`config.mk`:
```
export PLATFORM = sky130hd
export DESIGN_NAME = rv_timer
export DESIGN_NICKNAME = d
export VERILOG_FILES = /design/src/rtl/rv_periph_pkg.sv /design/src/rtl/rv_prescaler.sv /design/src/rtl/rv_timer.sv
export SDC_FILE = /design/constraint.sdc
export NUM_CORES = 1
export LEC_CHECK = 0
export BUFFER_PORTS_ARGS = -buffer_cell sky130_fd_sc_hd__buf_4
export CORE_UTILIZATION = 25
export DETAILED_ROUTE_END_ITERATION = 12
export GPL_TIMING_DRIVEN = 0
export PLACE_DENSITY = 0.47
export REMOVE_ABC_BUFFERS = 1
export SYNTH_ARGS = -nofsm -noshare
export SYNTH_HDL_FRONTEND = slang
export SYNTH_SLANG_ARGS = --single-unit
```
`constraint.sdc`:
```
create_clock -name clk -period 6.1 [get_ports clk]
set_clock_uncertainty 0.05 [all_clocks]
set_input_delay 0 -clock clk [delete_from_list [all_inputs] [get_ports clk]]
set_output_delay 0 -clock clk [all_outputs]
set_load 0.02 [all_outputs]
```
`src/rtl/rv_periph_pkg.sv`:
```
// Shared definitions for rv32 data-bus peripherals: window base, timer register
// offsets, CTRL field positions and a byte-lane write helper.
package rv_periph_pkg;

  localparam logic [31:0] TMR_BASE  = 32'hffff_0060;

  localparam logic [4:0]  TMR_CTRL  = 5'h00;
  localparam logic [4:0]  TMR_STAT  = 5'h04;
  localparam logic [4:0]  TMR_COUNT = 5'h08;
  localparam logic [4:0]  TMR_CMP   = 5'h0c;
  localparam logic [4:0]  TMR_CYCLO = 5'h10;
  localparam logic [4:0]  TMR_CYCHI = 5'h14;

  localparam int CTRL_EN    = 0;
  localparam int CTRL_AR    = 1;
  localparam int CTRL_IE    = 2;
  localparam int CTRL_PRESC = 8;

  function automatic logic [31:0] lane_merge(input logic [31:0] cur,
                                             input logic [31:0] wdat,
                                             input logic [3:0]  be);
    logic [31:0] r;
    r = cur;
    for (int i = 0; i < 4; i++)
      if (be[i]) r[i*8 +: 8] = wdat[i*8 +: 8];
    return r;
  endfunction

endpackage

```
`src/rtl/rv_prescaler.sv`:
```
// Programmable divider: counts 0..presc while enabled and emits a one-cycle tick
// on the terminal count. Shared with the serial baud generator.
module rv_prescaler #(
  parameter int W = 8
) (
  input  logic         clk,
  input  logic         xreset,
  input  logic         en,
  input  logic         restart,
  input  logic [W-1:0] presc,
  output logic         tick
);

  logic [W-1:0] pcnt;

  assign tick = en & (pcnt == presc);

  always_ff @(posedge clk or negedge xreset) begin
    if (!xreset)                    pcnt <= '0;
    else if (!en || restart || tick) pcnt <= '0;
    else                            pcnt <= pcnt + W'(1);
  end

endmodule

```
`src/rtl/rv_timer.sv`:
```
// Compare timer with level irq plus free-running cycle counter, mapped into a
// 32-byte window on the rv32 data bus. dr is zero whenever not driving a read.
module rv_timer
  import rv_periph_pkg::*;
#(
  parameter int PRESC_W = 8,
  parameter int CYC_W   = 64
) (
  input  logic        clk,
  input  logic        xreset,
  input  logic [4:0]  adr,
  input  logic        cs,
  input  logic        rdy,
  input  logic [3:0]  we,
  input  logic        re,
  input  logic [31:0] dw,
  output logic [31:0] dr,
  output logic        irq
);

  localparam logic [31:0] CTRL_MASK =
    32'h7 | (((32'd1 << PRESC_W) - 32'd1) << CTRL_PRESC);

  logic [4:0]       off;
  logic             wr_stb, rd_stb;
  logic             wr_ctrl, wr_count, wr_cmp, stat_clr;
  logic [31:0]      ctrl_q, ctrl_d, count_q, cmp_q, snap_q, cyc_hi, rdata;
  logic [CYC_W-1:0] cyc_q;
  logic             match_q, tick, hit, restart;
  logic             unused_adr;

  assign off        = {adr[4:2], 2'b00};
  assign unused_adr = ^adr[1:0];

  assign wr_stb   = cs & rdy & (|we);
  assign rd_stb   = cs & re & rdy;
  assign wr_ctrl  = wr_stb & (off == TMR_CTRL);
  assign wr_count = wr_stb & (off == TMR_COUNT);
  assign wr_cmp   = wr_stb & (off == TMR_CMP);
  assign stat_clr = wr_stb & (off == TMR_STAT) & we[0] & dw[0];

  assign ctrl_d  = lane_merge(ctrl_q, dw, we) & CTRL_MASK;
  assign restart = wr_ctrl & ctrl_d[CTRL_EN] & ~ctrl_q[CTRL_EN];
  assign hit     = tick & (count_q == cmp_q);

  rv_prescaler #(.W(PRESC_W)) u_presc (
    .clk    (clk),
    .xreset (xreset),
    .en     (ctrl_q[CTRL_EN]),
    .restart(restart),
    .presc  (ctrl_q[CTRL_PRESC +: PRESC_W]),
    .tick   (tick)
  );

  // A bus write to COUNT overrides the tick and suppresses that cycle's match.
  always_ff @(posedge clk or negedge xreset) begin
    if (!xreset) begin
      ctrl_q  <= '0;
      count_q <= '0;
      cmp_q   <= '0;
      match_q <= 1'b0;
      irq     <= 1'b0;
    end else begin
      if (wr_ctrl) ctrl_q <= ctrl_d;
      if (wr_cmp)  cmp_q  <= lane_merge(cmp_q, dw, we);
      if (wr_count)
        count_q <= lane_merge(count_q, dw, we);
      else if (tick)
        count_q <= (hit & ctrl_q[CTRL_AR]) ? 32'd0 : count_q + 32'd1;
      match_q <= (hit & ~wr_count) | (match_q & ~stat_clr);
      irq     <= match_q & ctrl_q[CTRL_IE];
    end
  end

  always_ff @(posedge clk or negedge xreset) begin
    if (!xreset) begin
      cyc_q  <= '0;
      snap_q <= '0;
    end else begin
      cyc_q <= cyc_q + CYC_W'(1);
      if (rd_stb && off == TMR_CYCLO) snap_q <= cyc_hi;
    end
  end

  generate
    if (CYC_W > 32) begin : g_cyc_hi
      assign cyc_hi = 32'(cyc_q[CYC_W-1:32]);
    end else begin : g_cyc_lo_only
      assign cyc_hi = '0;
    end
  endgenerate

  always_comb begin
    rdata = '0;
    case (off)
      TMR_CTRL:  rdata = ctrl_q;
      TMR_STAT:  rdata = {31'd0, match_q};
      TMR_COUNT: rdata = count_q;
      TMR_CMP:   rdata = cmp_q;
      TMR_CYCLO: rdata = cyc_q[31:0];
      TMR_CYCHI: rdata = snap_q;
      default:   rdata = '0;
    endcase
  end

  // dr holds through a stalled bus cycle and returns to zero after a read.
  always_ff @(posedge clk or negedge xreset) begin
    if (!xreset)  dr <= '0;
    else if (rdy) dr <= rd_stb ? rdata : 32'd0;
  end

endmodule

```
==> results of run 1 <==
layout by cell type, fill, tap and decap left out, types with 16 or more instances in the layout:
master,n
clkbuf_16,25
a221oi_1,30
nor2_1,65
nand3_1,72
mux2_2,79
dfrtp_1,213
a22o_1,22
nor3_1,20
inv_1,48
nand2_1,85
o22ai_1,33
and3_1,32
xor2_1,31
buf_4,75
dlygate4sd3_1,51
a22oi_1,16
nand4_1,44
xnor2_1,77
cell type report:
cell class                      count  area (um^2)  share of cell area, %
Inverter                           48          180                   1.33
Timing Repair Buffer              133         1220                   9.01
Tap cell                          585          732                   5.42
Multi-Input combinational cell    739         5120                   37.9
Clock buffer                       33          716                   5.30
Sequential cell                   213         5330                   39.5
Clock inverter                     11          214                   1.58
cells in the mapped netlist, types with 6 or more instances:
| cell type | count |
|---|---|
| o22ai_1 | 33 |
| nor4_1 | 13 |
| a31oi_1 | 10 |
| a21oi_1 | 9 |
| o21ai_0 | 15 |
| a221oi_1 | 30 |
| xor2_1 | 31 |
| mux2_2 | 79 |
| dfrtp_1 | 213 |
| clkbuf_1 | 51 |
| nor2_1 | 66 |
| inv_1 | 48 |
| mux2i_1 | 6 |
| xnor2_1 | 77 |
| nand3_1 | 72 |
| and2_1 | 10 |
| nand2_1 | 85 |
| nor3_1 | 20 |
| a22oi_1 | 16 |
| a22o_1 | 22 |
| o211ai_1 | 7 |
| or3_1 | 6 |
| and3_1 | 32 |
| nand4_1 | 44 |
report_power, final:
group	leakage (nW)	internal (W)	switching [W]	total [W]
Sequential	2.80	0.00152	0.000182	0.00171
Clock	0.451	0.00107	0.000622	0.00170
Combinational	2.46	0.000292	0.000367	0.000659
Total	5.71	0.00289	0.00117	0.00406
state kept, by name (all words and copies together), names as in the netlist:
signal,count
cmp_q,32
count_q,32
ctrl_q,11
cyc_q,64
dr,32
irq,1
match_q,1
snap_q,32
u_presc.pcnt,8
stage by stage:
stage          power, W  std cells  hold slack, ps  utilization (%)
6_report        0.00406       1762            27.7             31.4
5_1_grt         0.00422       1762            31.9             31.4
4_1_cts         0.00410       1762            10.4             31.4
2_1_floorplan   0.00204       1000            -346                -
3_3_place_gp    0.00234       1661             196             27.7
3_5_place_dp    0.00235       1666           -90.2             28.0
logic make-up (layout without fill, tap and decap cells):
logic type	Yosys count	after routing	share of synthesized area (%)
adders and majority gates	3	3	0.345
buffers and inverters	113	225	4.16
AOI/OAI and AO/OA	171	171	11.6
xor gates and xnor gates	108	108	8.69
muxes	86	86	8.93
DFF	213	213	49.0
and+or+nand+nor	371	371	17.3
critical path, stage by stage (launching register included):
cell and delay, ps:
dfrtp_1 420, xnor2_1 450, nand4_1 190, nor4_1 840, nand4_1 1220, a31oi_1 530
nand3_1 110, dlygate4sd3_1 560
layer usage:
| layer | vias up | GRT usage [%] |
|---|---|---|
| li1 | 4065 | - |
| met1 | 4332 | 20.9 |
| met2 | 183 | 25.6 |
| met3 | 64 | 2.16 |
| met4 | 0 | 6.25 |
| met5 | - | 0 |
path summary, 6_finish.rpt:
path / from / to / slack, ps / depth (start not counted)
max in group asynchronous: xreset / count_q[27] / 4700 / 5
max: count_q[9] / count_q[24] / 1590 / 7
min reg2reg: cyc_q[63] / cyc_q[63] / 420 / 1
min in group asynchronous: xreset / dr[11] / 500 / 4
max reg2reg: count_q[9] / count_q[24] / 1590 / 7
min: cs / snap_q[10] / 30 / 4
==> impl_metrics.yaml, run 1 <==
finish:
  final_cell_area_um2: 13500
  num_antenna_cells: 0
  fillers: 4517
  syn_to_final_growth_pct: 24.1
  drive_gt1_share_pct: 18.1
  fin_nets: 1208
clocking:
  cts_hold_buffers: 52
  cts_max_level: 1
  cts_resized: 0
  postCtsSetupRepairBufs: 0
  cts_root_buf: "clkbuf_16"
  cts.path.max_buffers: 3
  clk_latency_ps: 540
  path_clk_slew_ps: 60
  cts_buffers: 24
  cts.sinks: 213
  cts_tree: "yes"
setup_path:
  start_kind: "flop"
  worstPathArrival_ps: 4870
  crit_type: "reg -> reg"
  cp_max_fo: 24
  critPathCaptureType: "flop"
  worstPathRequired_ps: 6460
logic_synthesis:
  synth_area_leaders: "dfrtp_1 49%, mux2_2 8.2%, xnor2_1 6.2%"
  async_reset_ff_share_pct: 100
  synth_top_area_share_pct: 49.0
  synth-edff-count: 0
  syn_area_per_cell_um2: 10.2
  synth_flop_cell: "dfrtp_1"
  ys_types: 62
  ys_ff_latch: 213
  ys_seq_area_share_pct: 49.0
  synth_area_um2: 10900
  synthCells: 1065
  synth_top_cell_by_area: "dfrtp_1"
  ys_warn_count: 0
timing:
  fmax_mhz: 222
  maxSlewViolCount: 0
  setup_viol: 0
  layout_min_cycle_time_ps: 4510
  rsz0062_at_grt: "no"
  tns_ps: 0
  worst_pin_slew_ps: 1410
  relSlewSlack_pct: 6.24
  finalWorstSetupSlack_ps: 1590
  finalCritPeriodShare_pct: 73.9
  finalHoldViolations: 0
global_route:
  antenna_found_initial: 0
  grt.overflow.total: 0
  grt_pass1_vias: 8599
  grt_usage_pct: 15.7
  grt_start_max_net_pins: 83
  grt_pass1_wl_um: 53200
power_and_ir_drop:
  p_per_area_nw_per_um2: 301
  p_leak_nw: 5.71
  ir_drop_mv: 0.183
detailed_routing:
  dr.pass1.iters: 7
  wl_met1_um: 15700
  antenna_left: 0
  drc: 0
  wl_met3_um: 1460
  route.met2.wl_um: 16200
  vias: 8644
  drt-wirelength-per-cell_um: 19.6
  drtIter0Drc: 458
  topRoutingLayerUsed: "met4"
  routed_wl_um: 34500
  avgViaCountPerCell: 4.91
placed_design:
  post-dp-hpwl_um: 25300
  preCtsSetupSlack_ps: 1840
  io_buffers: 76
  gp_congestion: 0.868
  place_area_um2: 12000
outcome:
  status: "finished clean"
die:
  dieArea_um2: 44400
  initial_core_util_pct: 25.3
  num_rows: 76
  coreArea_um2: 43000
  ios: 79
  die_y_um: 211
  dieWidth_um: 211
worst_hold_path:
  hold_path.class: "in -> reg"
flow_run:
  cap_violations: 0
Power figures use the tool's default switching activity.
==> run 2: changes to the inputs <==
Settings changed: PLACE_DENSITY 0.47 to 0.48.
Clock period 6.1 ns to 4 ns, I/O delays scaled along.
==> run 2 against run 1 <==
Non-clock buffer count is 2 higher. Final cell count is the same. Utilization shrank 0.27 points. Register-to-register slack got worse by 1500 ps. Fmax rose by 15%. Worst hold slack gained 140 ps. Sequential share of layout area rose by 0.34 points. Critical path depth decreased by 1. Flip-flop and latch count is the same. Worst setup slack lost 1500 ps. Die area stayed put. Sequential power increased by 52%. Critical endpoint is now count_q[31].
==> impl_metrics.yaml, run 2 (synthesis gave the netlist of run 1 again) <==
timing:
  finalCritPeriodShare_pct: 98.3
  relSlewSlack_pct: 16.7
  finalHoldViolations: 0
  worst_pin_slew_ps: 1240
  rsz0062_at_grt: "no"
  layout_min_cycle_time_ps: 3930
  maxSlewViolCount: 0
  setup_viol: 0
  fmax_mhz: 254
  finalWorstSetupSlack_ps: 68.7
clocking:
  path_clk_slew_ps: 60
  cts.sinks: 213
  cts_buffers: 24
  cts_root_buf: "clkbuf_16"
  clk_latency_ps: 540
  cts.path.max_buffers: 3
  cts_max_level: 1
  cts_tree: "yes"
finish:
  mostFrequentLayoutCell: "dfrtp_1"
  layout_common_cells: "213 x dfrtp_1, 85 x nand2_1, 79 x mux2_2, 79 x buf_4, 77 x xnor2_1"
  max_flop_register: "cyc_q"
  post-route-util_pct: 31.2
  fin_nets: 1211
  fillers: 4464
  drive_gt1_share_pct: 18.0
  num_antenna_cells: 0
  syn_to_final_growth_pct: 23.0
  area.sequential_um2: 5330
  largest_reg_flops: 64
  multiInputGateArea_um2: 5120
  layout.cells.non_filler: 1762
die:
  num_rows: 76
  dieArea_um2: 44400
  initial_core_util_pct: 25.3
  coreArea_um2: 43000
  dieWidth_um: 211
  die_y_um: 211
  ios: 79
setup_path:
  reg2reg_slack_ps: 70
  cp_max_fo: 15
  crit_type: "reg -> reg"
  worstPathRequired_ps: 4330
  critPathCaptureType: "flop"
  r2r-end: "count_q[31]"
  r2r-start: "count_q[20]"
  worstPathArrival_ps: 4260
  reg2reg_depth: 6
  start_kind: "flop"
global_route:
  grt.overflow.total: 0
  grt_pass1_vias: 8583
  grt_usage_pct: 16.0
  antenna_found_initial: 0
  grt_pass1_wl_um: 54200
  grt_start_max_net_pins: 84
placed_design:
  io_buffers: 76
  preCtsSetupSlack_ps: -268
  gp_congestion: 0.827
  post-dp-hpwl_um: 25300
  dp.cells: 1667
outcome:
  status: "finished clean"
power_and_ir_drop:
  p_leak_nw: 5.67
  ir_drop_mv: 0.268
  p_per_area_nw_per_um2: 436
detailed_routing:
  drt-wirelength-per-cell_um: 19.7
  routed_wl_um: 34700
  drtIter0Drc: 455
  vias: 8704
  avgViaCountPerCell: 4.94
  antenna_left: 0
  dr.pass1.iters: 6
  drc: 0
worst_hold_path:
  hold_path.class: "in -> reg"
  hold_depth: 5
  holdPathEnd: "dr[13]"
  hold_start: "adr[2]"
flow_run:
  cap_violations: 0
[run 2: cell types whose count changed in the layout (fill, tap and decap cells not counted)]
cell | before | now
buf_4 | 75 | 79
bufinv_16 | 6 | 2
clkbuf_1 | 2 | 5
dlygate4sd3_1 | 51 | 48
buf_8 | 2 | 4
clkbuf_8 | 6 | 4
clkinv_2 | 2 | 4
clkinvlp_4 | 2 | 0
and2_0 | 1 | 0
and2_1 | 10 | 11
buf_6 | 1 | 0
nand4_1 | 44 | 45
[run 2: worst max-delay path by stage]
stage / start / end / slack (ps) / cells past startpoint
6_report: count_q[20] / count_q[31] / 70 / 6
5_1_grt: count_q[20] / count_q[31] / 70 / 6
4_1_cts: count_q[20] / count_q[31] / 60 / 6
3_5_place_dp: count_q[9] / count_q[25] / -270 / 6
3_3_place_gp: count_q[9] / count_q[31] / -240 / 6
2_1_floorplan: we[1] / count_q[25] / 1480 / 6
[run 2: critical path, cell delays in order, from the launching register on]
cell and delay [ps]:
dfrtp_1 480, xnor2_1 420, nand4_1 220, nor4_1 980
nand4_1 980, a22oi_1 450, o311ai_0 200
[run 2: repair_timing]
action | CTS | global route
hold buffers | 49 | 0
buffers inserted | 4 | 0
endpoints found under the setup margin | 15 | 0
hold endpoints to repair | 239 | 0
resized for setup | 0 | 0
[run 2: final cells by class]
cell class / count / area share, %
sequential: 213 / 39.8
inverter: 48 / 1.35
clock buffer: 34 / 5.22
tap: 585 / 5.47
timing repair buffer: 135 / 9.23
multi-input combinational: 740 / 38.3
clock inverter: 7 / 0.663
[run 2: per-layer routing]
layer	GRT usage (%)	wire length, um	up-vias
li1	-	-	4070
met1	21.3	15500	4382
met2	26.4	16800	198
met3	2.08	1390	54
met4	5.67	1030	0
met5	0	0	-
[run 2: through the flow]
step	TNS [ps]	total power (W)	cell area, um^2	hold slack [ps]
6_report	0	0.00583	13400	164
5_1_grt	0	0.00611	13400	202
4_1_cts	0	0.00590	13400	132
3_5_place_dp	-2310	0.00357	12100	-104
3_3_place_gp	-2150	0.00356	11900	197
2_1_floorplan	0	0.00311	10600	-346
[run 2: power breakdown]
| group | switching [W] | internal, W | leakage, nW |
|---|---|---|---|
| combinational | 0.000551 | 0.000435 | 2.48 |
| clock | 0.000906 | 0.00134 | 0.391 |
| sequential | 0.000276 | 0.00233 | 2.80 |
